**config.mk**
```make
export PLATFORM = sky130hd
export DESIGN_NAME = fetch_bundle_queue
export DESIGN_NICKNAME = d
export VERILOG_FILES = /design/src/rtl/fetch_pkg.sv /design/src/rtl/fetch_bundle_queue_bundle_fifo.sv /design/src/rtl/fetch_bundle_queue.sv
export SDC_FILE = /design/constraint.sdc
export NUM_CORES = 1
export LEC_CHECK = 0
export ABC_AREA = 0
export BUFFER_PORTS_ARGS = -buffer_cell sky130_fd_sc_hd__buf_4
export CORE_MARGIN = 2
export CORE_UTILIZATION = 35
export CTS_CLUSTER_SIZE = 24
export DETAILED_ROUTE_END_ITERATION = 7
export GPL_TIMING_DRIVEN = 0
export SLEW_MARGIN = 25
export SYNTH_ARGS = -nofsm -noshare
export SYNTH_HDL_FRONTEND = slang
export SYNTH_HIERARCHICAL = 1
export SYNTH_SLANG_ARGS = --single-unit
```
**constraint.sdc**
```tcl
create_clock -name clk -period 5.8 [get_ports clk]
set_input_delay 1.16 -clock clk [delete_from_list [all_inputs] [get_ports clk]]
set_output_delay 1.16 -clock clk [all_outputs]
set_load 0.01 [all_outputs]
```
**src/rtl/fetch_pkg.sv**
```systemverilog
// Shared types for the fetch front end: bundle layout and the per-bundle PC stride.
package fetch_pkg;

   localparam int unsigned FETCH_WIDTH  = 2;
   localparam logic [31:0] BUNDLE_BYTES = 32'(4 * FETCH_WIDTH);

   typedef struct packed {
      logic [31:0]                  pc;
      logic [FETCH_WIDTH-1:0][31:0] instr;
   } fetch_bundle_t;

endpackage

```
**src/rtl/fetch_bundle_queue_bundle_fifo.sv**
```systemverilog
// Small circular FIFO of fetch bundles with a flush that drops every entry at once.
module bundle_fifo
   import fetch_pkg::*;
#(
   parameter  int unsigned DEPTH = 4,
   localparam int unsigned CW    = $clog2(DEPTH + 1)
) (
   input  logic          clk,
   input  logic          reset,
   input  logic          push,
   input  fetch_bundle_t push_data,
   input  logic          pop,
   input  logic          flush,
   output logic [CW-1:0] occupancy,
   output fetch_bundle_t head
);

   localparam int unsigned PW = $clog2(DEPTH);

   fetch_bundle_t mem [DEPTH];
   logic [PW-1:0] rd_ptr;
   logic [PW-1:0] wr_ptr;
   logic          pop_ok;

   // Popping an empty queue is ignored so the pointers can never cross.
   assign pop_ok = pop && (occupancy != '0);
   assign head   = mem[rd_ptr];

   always_ff @(posedge clk) begin
      if (reset || flush) begin
         rd_ptr    <= '0;
         wr_ptr    <= '0;
         occupancy <= '0;
      end else begin
         if (push)   wr_ptr <= wr_ptr + PW'(1);
         if (pop_ok) rd_ptr <= rd_ptr + PW'(1);
         case ({push, pop_ok})
            2'b10:   occupancy <= occupancy + CW'(1);
            2'b01:   occupancy <= occupancy - CW'(1);
            default: occupancy <= occupancy;
         endcase
      end
   end

   always_ff @(posedge clk) begin
      if (push && !reset && !flush) mem[wr_ptr] <= push_data;
   end

endmodule

```
**src/rtl/fetch_bundle_queue.sv**
```systemverilog
// Fetch PC owner and bundle queue between instruction memory and the issue controller.
module fetch_bundle_queue #(
   parameter int unsigned FETCH_WIDTH = fetch_pkg::FETCH_WIDTH,
   parameter int unsigned DEPTH       = 4,
   parameter logic [31:0] START_PC    = 32'h0000_3000,
   localparam int unsigned CW         = $clog2(DEPTH + 1)
) (
   input  logic                         clk,
   input  logic                         reset,
   output logic [31:0]                  imem_addr,
   input  logic [FETCH_WIDTH-1:0][31:0] imem_data,
   input  logic                         redirect_valid,
   input  logic [31:0]                  redirect_pc,
   output logic                         out_valid,
   input  logic                         out_ready,
   output logic [31:0]                  out_pc,
   output logic [FETCH_WIDTH-1:0][31:0] out_instr,
   output logic [CW-1:0]                occupancy
);

   import fetch_pkg::*;

   logic [31:0]   fetch_pc;
   logic [31:0]   inflight_pc;
   logic          inflight;
   logic          fire;
   logic [CW:0]   credit_used;
   fetch_bundle_t push_data;
   fetch_bundle_t head;

   assign imem_addr = fetch_pc;

   // Credit counts registered occupancy plus the outstanding request, so the
   // response slot is always reserved before the request is issued.
   assign credit_used = {1'b0, occupancy} + (CW+1)'(inflight);
   assign fire        = !reset && !redirect_valid && (credit_used < (CW+1)'(DEPTH));

   always_ff @(posedge clk) begin
      if (reset) begin
         fetch_pc    <= START_PC;
         inflight    <= 1'b0;
         inflight_pc <= '0;
      end else if (redirect_valid) begin
         fetch_pc <= redirect_pc;
         inflight <= 1'b0;
      end else begin
         inflight <= fire;
         if (fire) begin
            inflight_pc <= fetch_pc;
            fetch_pc    <= fetch_pc + BUNDLE_BYTES;
         end
      end
   end

   assign push_data = '{pc: inflight_pc, instr: imem_data};

   bundle_fifo #(.DEPTH(DEPTH)) u_fifo (
      .clk       (clk),
      .reset     (reset),
      .push      (inflight),
      .push_data (push_data),
      .pop       (out_valid && out_ready),
      .flush     (redirect_valid),
      .occupancy (occupancy),
      .head      (head)
   );

   assign out_valid = (occupancy != '0);
   assign out_pc    = out_valid ? head.pc    : '0;
   assign out_instr = out_valid ? head.instr : '0;

endmodule

```
==> flow_summary_export.csv <==
group,metric,value,unit
sta,setup_viol,0,
sta,rsz0062_at_grt,"no",
grt,overflow,0,
outcome,status,"finished clean",
grt,grt_usage,16.41,%
critical_path,path_class,"register to output pin",
critical_path,crit_fanout,10,
critical_path,startpoint_type,"register",
routing,drtAntennaViolNets,0,
sta,finalSetupTns,0,ns
floorplanning,rows,83,
clocking,cts_sinks,458,
routing,dr.pass1.iters,5,
synth,ys_seq_elements,458,
critical_path,critPathBufInv,4,
clocking,cts_root_buf,"clkbuf_16",
pwr,power.leakage,7.691,nW
critical_path,cp_top_family,"buffers and inverters",
sta,fin_skew,0.01852,ns
sta,relSlewSlack,37.05,%
run,cap_violations,0,
sta,period_share,77.98,%
critical_path,setup.worst_path.start,"u_fifo/occupancy[2]",
critical_path,crit_required,4.64,ns
finish,layout-drive-gt1-share,31.71,%
grt,grt_max_degree,36,
synth,yosysSeqAreaShare,72.10,%
grt,antenna_found_initial,0,
critical_path,cpMaxStageDelayCell,"clkbuf_1",
synth,netlist_area,0.01805,mm^2
sta,clock.fmax,221.1,MHz
sta,slew_viol_final,0,
grt,grt_pass1_wl,66190,um
finish,final_common_cell,"edfxtp_1",
routing,wl_per_cell,21.31,um
synth,synth_ff_type,"edfxtp_1",
clocking,cts.clk_slew.worst_paths,0.06,ns
synth,syn_nets,1159,
synth,syn_inst,1052,
routing,drc_errors,0,
clocking,clk_latency,0.57,ns
floorplanning,dieArea,0.05340,mm^2
synth,synth_edf_count,384,
routing,totalWireLength,43800,um
routing,drt-vias-per-instance,5.122,
floorplanning,initial_utilization,35.25,%
floorplanning,die_w,231.1,um
clocking,cts_setup_buffers,0,
finish,utilization,43.66,%
routing,vias,10530,
critical_path,end_kind,"output pin",
clocking,numCtsBuffers,48,
sta,hold_viol_final,0,
synth,synth-warning-count,6,
pwr,vdd_drop_max,0.2337,mV
routing,drt_iter0_drc,719,
sta,worstMarginPinSlew,0.9442,ns
sta,timing.hold.ws,0.5047,ns
place,place_congestion,0.8606,
floorplanning,die_h,231.1,um
pwr,pwr_density_cell,306.4,mW/mm^2
min_path,min_from,"inflight_pc[17]",
synth,ys_types,49,
synth,synthArstFlopShare,0,%
clocking,clock_path_buffers,3,
critical_path,max_stage_delay,0.70,ns
finish,final_nets,1448,
sta,layout_min_cycle_time,4.523,ns
finish,area_growth,23.85,%
clocking,htreeDepth,2,
finish,fillers,4595,
grt,grt_pass1_vias,10640,
floorplanning,coreArea,0.05120,mm^2
finish,antenna_cells,0,
finish,mostFrequentLayoutCells,"edfxtp_1, buf_4, and2_1, mux4_2, nand2_1",
critical_path,cpMostUsedCell,"clkbuf_1",
clocking,cts_tree,"built",
critical_path,crit_arrival,3.36,ns
place,io_buffer_count,231,
place,hpwl,29020,um
floorplanning,top_level_ports,232,
synth,avgSynthCellArea,17.16,um^2
critical_path,reg2reg_setup_slack,1.99,ns
clocking,post_cts_resized,0,
critical_path,worstPathCellList,"or3_1 > clkbuf_1 > clkbuf_1 > clkbuf_1 > and2_1 > buf_4",
min_path,min_path_type,"register to register",
critical_path,timing.rr.start,"u_fifo/occupancy[2]",
clocking,postCtsHoldBufs,0,
==> path summary, 6_finish.rpt <==
| path | depth (start not counted) | to |
|---|---|---|
| max | 6 | out_instr[48] |
| min | 2 | inflight_pc[17] |
| max reg2reg | 11 | u_fifo/occupancy[2] |
| min reg2reg | 2 | inflight_pc[17] |
==> report_power, final <==
group          switching, mW  total, mW  leakage, nW  internal, mW
clock network           1.23       2.94        0.745          1.71
registers             0.0467       3.64         4.23          3.59
logic                  0.144      0.271         2.71         0.126
==> stage by stage <==
step                total power, mW  instances  instance area, um^2  setup WS (ns)
global placement              3.975       1963                20630        -0.5366
floorplan                     3.800       1052                18050          1.728
CTS                           6.930       2055                22350         0.9558
finish                        6.849       2055                22350          1.277
detailed placement            3.981       1971                20850          1.592
global route                  7.075       2055                22350         0.8574
==> per-layer routing <==
layer	wire (um)	global-route usage, %	part of all wire (%)
met3	3065	3.937	7.0
met2	20880	26.61	48
met1	18860	22.06	43
met4	995	4.657	2.3
met5	0	0	0
==> kinds of logic after synthesis <==
logic type / Yosys count / share of synthesized area [%]
AOI/OAI and AO/OA: 102 / 3.681
and+or+nand+nor: 302 / 9.061
adders and majority gates: 7 / 0.5269
xor gates and xnor gates: 7 / 0.3397
buffers and inverters: 76 / 2.094
muxes: 100 / 12.20
DFF: 458 / 72.10
==> worst min-delay path, stage by stage, from the launching register on <==
cell and delay, ns:
dfxtp_1 0.34, nand2_1 0.06, a21oi_1 0.06
==> flip-flops by register name, summed over array words and instances, names as in the netlist, named ones only <==
register,count
inflight,1
imem_addr,32
inflight_pc,32
u_fifo/wr_ptr,2
u_fifo/rd_ptr,2
u_fifo/occupancy,3
u_fifo/mem,384
==> layout make-up <==
class	instances	area (um^2)	area share, %
inverter	11	41.29	0.1847
multi-input combinational	518	4678	20.93
clock buffer	64	1344	6.012
buffer	65	336.6	1.506
sequential	458	13010	58.21
timing repair buffer	239	1932	8.643
clock inverter	20	157.7	0.7053
tap	680	850.8	3.806
==> synthesized netlist by cell type, types with 6 or more instances <==
cell type	instances	area share, %
or4_1	13	0.54
nand2_1	90	1.9
ha_1	6	0.42
a21oi_1	43	1.2
dfxtp_1	74	8.2
nor3_1	8	0.22
o221ai_1	7	0.34
and3_1	6	0.21
buf_2	13	0.36
o311ai_0	13	0.63
nand3_1	14	0.39
clkbuf_1	39	0.81
mux4_2	96	12
buf_1	6	0.12
and2_1	106	3.7
a31oi_1	20	0.69
or3_1	10	0.35
edfxtp_1	384	64
nor2_1	23	0.48
inv_1	10	0.21
nand4_1	11	0.38
Note: power is estimated with default switching activity, not from simulation.
